===== src/rtl/seq_stage_ctrl_if.sv =====
// Stage-facing bundle of the SEQ sequencer: fault flags and next PC in,
// current PC and one-hot stage enables out.
interface seq_stage_ctrl_if;
  logic        bad_mem;
  logic        in_error;
  logic        flag_halt;
  logic        bad_mem2;
  logic [63:0] p_ctr_final;
  logic [63:0] p_ctr;
  logic        fetch_en;
  logic        decode_en;
  logic        exe_en;
  logic        mem_en;
  logic        wb_en;
  logic        pc_en;

  modport master (
    input  bad_mem, in_error, flag_halt, bad_mem2, p_ctr_final,
    output p_ctr, fetch_en, decode_en, exe_en, mem_en, wb_en, pc_en
  );

  modport slave (
    output bad_mem, in_error, flag_halt, bad_mem2, p_ctr_final,
    input  p_ctr, fetch_en, decode_en, exe_en, mem_en, wb_en, pc_en
  );
endinterface


===== src/rtl/seq_stage_ctrl.sv =====
// Multi-cycle stage sequencer for the Y86-64 SEQ core: owns the PC, walks the
// six stage enables, folds stage faults into the status code and parks on halt/fault.
module seq_stage_ctrl #(
  parameter logic [63:0] PC_RESET = 64'd0
) (
  input  logic             clock,
  input  logic             reset,
  input  logic             run,
  input  logic             step,
  seq_stage_ctrl_if.master stage,
  output logic [3:0]       en_coder,
  output logic             halted,
  output logic             busy,
  output logic [31:0]      insn_count,
  output logic [31:0]      cycle_count
);

  typedef enum logic [2:0] {
    ST_IDLE      = 3'd0,
    ST_FETCH     = 3'd1,
    ST_DECODE    = 3'd2,
    ST_EXECUTE   = 3'd3,
    ST_MEMORY    = 3'd4,
    ST_WRITEBACK = 3'd5,
    ST_PCUPD     = 3'd6,
    ST_STOP      = 3'd7
  } state_t;

  localparam logic [3:0] CODE_AOK = 4'b1000;
  localparam logic [3:0] CODE_HLT = 4'b0010;
  localparam logic [3:0] CODE_ADR = 4'b0001;
  localparam logic [3:0] CODE_INS = 4'b0100;

  state_t      state_r;
  state_t      state_next_s;
  logic [3:0]  code_next_s;
  logic        step_mode_r;
  logic        step_mode_next_s;
  logic [5:0]  en_r;
  logic [63:0] p_ctr_r;
  logic        in_stage_s;

  // Enable order, MSB first: fetch, decode, execute, memory, writeback, pc update.
  function automatic logic [5:0] stage_onehot(input state_t s);
    logic [5:0] v;
    case (s)
      ST_FETCH:     v = 6'b100000;
      ST_DECODE:    v = 6'b010000;
      ST_EXECUTE:   v = 6'b001000;
      ST_MEMORY:    v = 6'b000100;
      ST_WRITEBACK: v = 6'b000010;
      ST_PCUPD:     v = 6'b000001;
      default:      v = 6'b000000;
    endcase
    return v;
  endfunction

  assign in_stage_s = (state_r != ST_IDLE) && (state_r != ST_STOP);

  // Next-state, next status code and step-mode flag.
  always_comb begin
    state_next_s     = state_r;
    code_next_s      = en_coder;
    step_mode_next_s = step_mode_r;
    case (state_r)
      ST_IDLE: begin
        if (run || step) begin
          state_next_s     = ST_FETCH;
          step_mode_next_s = step & ~run;
        end else begin
          state_next_s     = ST_IDLE;
          step_mode_next_s = 1'b0;
        end
      end
      ST_FETCH: begin
        if (stage.bad_mem) begin
          state_next_s = ST_STOP;
          code_next_s  = CODE_ADR;
        end else if (stage.in_error) begin
          state_next_s = ST_STOP;
          code_next_s  = CODE_INS;
        end else if (stage.flag_halt) begin
          state_next_s = ST_STOP;
          code_next_s  = CODE_HLT;
        end else begin
          state_next_s = ST_DECODE;
        end
      end
      ST_DECODE:  state_next_s = ST_EXECUTE;
      ST_EXECUTE: state_next_s = ST_MEMORY;
      ST_MEMORY: begin
        if (stage.bad_mem2) begin
          state_next_s = ST_STOP;
          code_next_s  = CODE_ADR;
        end else begin
          state_next_s = ST_WRITEBACK;
        end
      end
      ST_WRITEBACK: state_next_s = ST_PCUPD;
      ST_PCUPD: begin
        if (run && !step_mode_r) begin
          state_next_s = ST_FETCH;
        end else begin
          state_next_s     = ST_IDLE;
          step_mode_next_s = 1'b0;
        end
      end
      ST_STOP: state_next_s = ST_STOP;
      default: state_next_s = ST_STOP;
    endcase
  end

  // State, status, enables, PC and counters; enables/busy/halted are registered
  // from the next state so they line up with the state register.
  always_ff @(posedge clock) begin
    if (reset) begin
      state_r     <= ST_IDLE;
      step_mode_r <= 1'b0;
      en_coder    <= CODE_AOK;
      halted      <= 1'b0;
      busy        <= 1'b0;
      en_r        <= 6'b000000;
      p_ctr_r     <= PC_RESET;
      insn_count  <= 32'd0;
      cycle_count <= 32'd0;
    end else begin
      state_r     <= state_next_s;
      step_mode_r <= step_mode_next_s;
      en_coder    <= code_next_s;
      halted      <= (state_next_s == ST_STOP);
      busy        <= (state_next_s != ST_IDLE) && (state_next_s != ST_STOP);
      en_r        <= stage_onehot(state_next_s);
      if (state_r == ST_PCUPD) begin
        p_ctr_r    <= stage.p_ctr_final;
        insn_count <= insn_count + 32'd1;
      end
      if (in_stage_s && (cycle_count != 32'hFFFF_FFFF)) begin
        cycle_count <= cycle_count + 32'd1;
      end
    end
  end

  assign stage.p_ctr     = p_ctr_r;
  assign stage.fetch_en  = en_r[5];
  assign stage.decode_en = en_r[4];
  assign stage.exe_en    = en_r[3];
  assign stage.mem_en    = en_r[2];
  assign stage.wb_en     = en_r[1];
  assign stage.pc_en     = en_r[0];

endmodule


===== src/flat_wrapper.sv =====
// flat-port wrapper written by rule: the top's interface ports become plain ports
module seq_stage_ctrl_flat 
#(
  parameter logic [63:0] PC_RESET = 64'd0
)
  (clock, reset, run, step, en_coder, halted, busy, insn_count, cycle_count, stage_bad_mem, stage_in_error, stage_flag_halt, stage_bad_mem2, stage_p_ctr_final, stage_p_ctr, stage_fetch_en, stage_decode_en, stage_exe_en, stage_mem_en, stage_wb_en, stage_pc_en);
  seq_stage_ctrl_if stage_i ();
  input  logic clock;
  input  logic reset;
  input  logic run;
  input  logic step;
  output logic [3:0] en_coder;
  output logic halted;
  output logic busy;
  output logic [31:0] insn_count;
  output logic [31:0] cycle_count;
  input wire logic [$bits(stage_i.bad_mem)-1:0] stage_bad_mem;
  input wire logic [$bits(stage_i.in_error)-1:0] stage_in_error;
  input wire logic [$bits(stage_i.flag_halt)-1:0] stage_flag_halt;
  input wire logic [$bits(stage_i.bad_mem2)-1:0] stage_bad_mem2;
  input wire logic [$bits(stage_i.p_ctr_final)-1:0] stage_p_ctr_final;
  output wire logic [$bits(stage_i.p_ctr)-1:0] stage_p_ctr;
  output wire logic [$bits(stage_i.fetch_en)-1:0] stage_fetch_en;
  output wire logic [$bits(stage_i.decode_en)-1:0] stage_decode_en;
  output wire logic [$bits(stage_i.exe_en)-1:0] stage_exe_en;
  output wire logic [$bits(stage_i.mem_en)-1:0] stage_mem_en;
  output wire logic [$bits(stage_i.wb_en)-1:0] stage_wb_en;
  output wire logic [$bits(stage_i.pc_en)-1:0] stage_pc_en;
  assign stage_i.bad_mem = stage_bad_mem;
  assign stage_i.in_error = stage_in_error;
  assign stage_i.flag_halt = stage_flag_halt;
  assign stage_i.bad_mem2 = stage_bad_mem2;
  assign stage_i.p_ctr_final = stage_p_ctr_final;
  assign stage_p_ctr = stage_i.p_ctr;
  assign stage_fetch_en = stage_i.fetch_en;
  assign stage_decode_en = stage_i.decode_en;
  assign stage_exe_en = stage_i.exe_en;
  assign stage_mem_en = stage_i.mem_en;
  assign stage_wb_en = stage_i.wb_en;
  assign stage_pc_en = stage_i.pc_en;
  seq_stage_ctrl #(.PC_RESET(PC_RESET)) u_core (.clock(clock), .reset(reset), .run(run), .step(step), .stage(stage_i), .en_coder(en_coder), .halted(halted), .busy(busy), .insn_count(insn_count), .cycle_count(cycle_count));
endmodule

===== config.mk =====
export PLATFORM = sky130hd
export DESIGN_NAME = seq_stage_ctrl_flat
export DESIGN_NICKNAME = d
export VERILOG_FILES = /design/src/rtl/seq_stage_ctrl_if.sv /design/src/rtl/seq_stage_ctrl.sv /design/src/flat_wrapper.sv
export SDC_FILE = /design/constraint.sdc
export NUM_CORES = 1
export LEC_CHECK = 0
export CORE_ASPECT_RATIO = 0.75
export CORE_MARGIN = 8
export CORE_UTILIZATION = 50
export CTS_BUF_LIST = sky130_fd_sc_hd__clkbuf_8
export DETAILED_ROUTE_END_ITERATION = 8
export PLACE_DENSITY = 0.88
export RECOVER_POWER = 25
export SETUP_SLACK_MARGIN = 0.3
export SLEW_MARGIN = 25
export SYNTH_ARGS = -nofsm -noshare
export SYNTH_HDL_FRONTEND = slang
export SYNTH_SLANG_ARGS = --single-unit

===== constraint.sdc =====
create_clock -name clock -period 4.1 [get_ports clock]
set_clock_uncertainty 0.1 [all_clocks]
set_input_delay 0.82 -clock clock [delete_from_list [all_inputs] [get_ports clock]]
set_output_delay 0.82 -clock clock [all_outputs]
set_load 0.02 [all_outputs]

Word level (Yosys, flattened, before mapping):

Cells that the tools add are included.

* register bits after elaboration: 144
* output and inout bits: 140

* equality and inequality tests: 20
* bitwise operators: 2
* add/sub/neg operators: 2
* reductions and logical operators: 13
* multiplexer cells: 16

Operator list (count)
* 32-bit by 1-bit adder with 32-bit output (second input constant): 2
* 6-bit one-hot mux with 6 select lines: 1
* 32-bit inequality test (second input constant): 1
* 3-bit equality test (second input constant): 8
* 3-bit one-hot mux with 8 select lines: 1
* 4-bit two-way mux: 4
* 3-bit by 2-bit equality test with 1-bit output (second input constant): 4
* 3-bit two-way mux: 3
* 4-bit one-hot mux with 2 select lines: 1
* 3-bit by 1-bit equality test with 1-bit output (second input constant): 2
* 3-bit inequality test (second input constant): 2
* 3-bit nonzero test: 2
* 1-bit logical AND: 4
* 1-bit two-way mux: 4
* 2-bit inequality test (second input constant): 2
* 4-bit inequality test (second input constant): 1
* 2-bit nonzero test: 2
* 3-bit logical NOT: 1
* 3-bit AND reduction: 1
* 2-bit two-way mux: 1
* 1-bit one-hot mux with 2 select lines: 1
* 2-bit AND reduction: 1
* 1-bit AND: 1
* 1-bit logical NOT: 1
* other kinds (2): 2

Longest topological paths before layout:

* depth after elaboration: 6
* gate-level depth with buffers: 7
* depth with buffers taken out: 6

Worst setup path before layout:

OpenSTA, ideal clock, no wires.

* kind: register to register
* start point: reg u_core.cycle_count[0]
* end point: reg u_core.cycle_count[22]
* buffers on the path: 1
* period minus slack after synthesis: 2.465 ns
* setup slack: 1.635 ns
* stages on the path, launching flop included: 8
* arrival time: 2.294 ns
* data required time: 3.930 ns
* path through: dfxtp_1 ha_1 nand4_1 or3_1 buf_6 or4b_4 or3_1 a21oi_1

* longest elaborated chain between the ends: 2

Ends and longest elaborated chain
* from (decl): RTL line seq_stage_ctrl.sv:15 `output logic [31:0] cycle_count`
* from (signal assigned): RTL line seq_stage_ctrl.sv:138 `cycle_count <= cycle_count + 32'd1;`
* branches (longest 2 deep; another with 32-bit by 1-bit adder with 32-bit output)

Parallel ways; which one is timed is not known.
A chain may end at the register's enable or synchronous reset.

Worst setup path after layout:

* start point: reg u_core.state_r[1]
* end point: reg u_core.insn_count[31]

* longest elaborated chain between the ends: 1

Ends and longest elaborated chain
* from (decl): RTL line seq_stage_ctrl.sv:34 `state_t state_r;`
* from (signal assigned): RTL line seq_stage_ctrl.sv:127 `state_r <= state_next_s;`
* 3-bit equality test: RTL line seq_stage_ctrl.sv:133 `if (state_r == ST_PCUPD) begin`
* to (signal assigned): RTL line seq_stage_ctrl.sv:135 `insn_count <= insn_count + 32'd1;`
* to (decl): RTL line seq_stage_ctrl.sv:14 `output logic [31:0] insn_count,`

Every way passes these cells.

==> run metrics <==
Post-Synth Simple-Gate Area=27.21%; predominant post-synthesis flop cell=dfxtp_1; met2 Use GR=37.36%; Setup TNS=0 ns; core area=around 11000 um2; vias in the first global route=5400; Initial Util=about half; Synth Register Bits=144; crit path time final=3.070 ns; CTS H-tree depth=4; hold buffers post-CTS=0; count of different cell masters after synthesis=51; final WL=between 15 and 20 mm; top fanout value on the critical path=67; share of layout cells above drive strength 1=5.049%; Final setup viols=0; max_cap viols=0; Fin. Hold Viols=0; clk sinks=144; FMAX=325.7 MHz; DRC viols=0; synth-to-layout area growth=45.15%; Power per Cell Area=around 410 nW/um2; DP HPWL=12.36 mm; post-synthesis mux area share=less than 1%; met3 Usage GRT=9.799%; clock latency on the worst-skew pair=0.43 ns; post-synthesis cell count=about 700; Root Driver=clkbuf_8; Ys Warns=0; post-synthesis compound-gate area fraction=13.58%; Synth area leaders=dfxtp_1 (50%), nand2_1 (9.7%), a21oi_1 (8.1%); worst-margin pin slew=1.398 ns; syn_area_per_cell=8.254 um2; post-synth net total=776; Reg2Reg Setup Slack=1.03 ns; Yosys top cell by area=dfxtp_1; first-pass GRT wire length=27.06 mm; RSZ-0062 raised after global routing=no; Final period util=74.89%; EDFF count, synth=0; cell with the most instances after synthesis=nand2_1; post-synthesis adder-cell area fraction=0.4319%; HP Class=reg -> reg; register area share after synthesis=between 40% and 50%; status=completed; async set-reset flop share out of synthesis=0%; R2R cell count=7; nets=973; DR pass1 iterations=4; hold depth=2; # rows=34; slew margin rel.=6.775%; GRT Max-Usage Layer=met2; Total GRT Usage=21.99%; RR Startpoint=u_core.state_r[1]; die area=15330 um2; clock tree buffer depth=2; startpoint types=register; leakage power total=2.811 nW; Hold EP=u_core.stage.p_ctr[25]; post-route ant nets=0; # IOs=212; Avg WL per Cell=16.32 um; peak supply drop=0.2943 mV; CTS tree=yes; Post-CTS Setup Inserts=0; ANT cells=0; largest net degree at the start of global routing=90; Die X=roughly 140 um; Slew Limit Fails=0; Vias/cell=5.277; initial antenna violation count=0; worst path required time=4.35 ns; Critical Path Sink Type=register; list of most frequent post-synthesis cells=nand2_1 (150), dfxtp_1 (144), a21oi_1 (94), nor2_1 (63), clkbuf_1 (35); global route total overflow=0; Num CTS Buffers=17; xor and xnor area share after synthesis=5.593%; via count=5567; worst r2r dst=u_core.insn_count[31]; input/output buffers=211; Post-CTS Resized=0; Worst-path clk slew=0.09 ns; final RePlAce weighted congestion=0.8388; area share of the largest cell type after synthesis=between 40 and 50%; largest family of logic cells by synthesized area=simple AND/OR/NAND/NOR gates; Die H=~110 um; Critical Path AT=3.32 ns; hold path startpoint=u_core.stage.p_ctr[25]; Final Power=3.486 mW; WS Path Type=reg -> reg; Mapped Area=5794 um2; Initial DRC Count=~430; met1 Track Usage GR=approximately 25%
==> cell usage in the layout (no fill, tap or decap), types with 15 or more instances in the layout <==
master and instances:
a21oi_1 94, nand3_1 27, nor2_1 63, or3_1 15, nand2_1 150, clkbuf_8 17
xor2_1 27, dfxtp_1 144, clkdlybuf4s50_1 208, nand4_1 20
==> power breakdown <==
group	switching, mW	internal [mW]
registers	0.0834	1.49
clock network	0.539	0.659
logic	0.396	0.316
total	1.02	2.47
==> sequential cells by signal, summed over array words and instances, names as in the netlist <==
register	flops
u_core.stage.p_ctr	64
u_core.cycle_count	32
u_core.insn_count	32
u_core.en_r	6
u_core.en_coder	4
u_core.state_r	3
u_core.busy	1
u_core.halted	1
u_core.step_mode_r	1
==> worst max-delay path, stage by stage, from the launching register on <==
cell and delay [ns]:
dfxtp_1 0.59, nand3b_1 0.25, clkbuf_2 0.78, nor3_1 0.41
buf_4 0.26, nand3_1 0.16, nor4_1 0.27, o21bai_1 0.14
==> how the worst max path moves through the flow <==
stage,start,to,slack (ns),depth (start not counted)
final,u_core.state_r[1],u_core.insn_count[31],1.03,7
after CTS,u_core.insn_count[4],insn_count[4],1.57,1
after global placement,stage_in_error,u_core.busy,1.32,5
after global routing,u_core.state_r[1],u_core.insn_count[31],0.73,7
after detailed placement,stage_in_error,u_core.busy,1.28,5
after floorplan,u_core.cycle_count[0],u_core.cycle_count[22],1.64,7
==> kinds of logic after synthesis <==
group,after synthesis
and+or+nand+nor,331
AOI/OAI and AO/OA,139
xor gates and xnor gates,37
buffers and inverters,48
adders and majority gates,2
muxes,1
DFF,144
==> stage by stage <==
| step | hold WS (ns) | std cells | worst slack, ns | area (um2) | util [%] |
|---|---|---|---|---|---|
| 6_report | 0.3546 | 1055 | 1.030 | 8411 | 73.50 |
| 5_1_grt | 0.3753 | 1055 | 0.7312 | 8411 | 73.50 |
| 4_1_cts | 0.3591 | 1055 | 1.573 | 8407 | 73.46 |
| 3_5_place_dp | 0.3487 | 1024 | 1.276 | 7980 | 69.74 |
| 3_3_place_gp | 0.3407 | 1024 | 1.317 | 7980 | 69.74 |
| 2_1_floorplan | 0.3688 | 702 | 1.635 | 5794 | - |
==> cell type report <==
cell class / instances / area, um2
Fill cell: 852 / 3033
Sequential cell: 144 / 2883
Multi-Input combinational cell: 510 / 2733
Timing Repair Buffer: 215 / 2147
Clock buffer: 17 / 234.0
Clock inverter: 14 / 192.7
Tap cell: 144 / 180.2
Inverter: 11 / 41.29
==> routing by layer <==
layer / wire length (um) / up-vias
li1: - / 2806
met3: 1658 / 10
met1: 6966 / 2588
met5: 0 / -
met4: 106 / 0
met2: 8492 / 163
(Power assumes the default switching activity.)
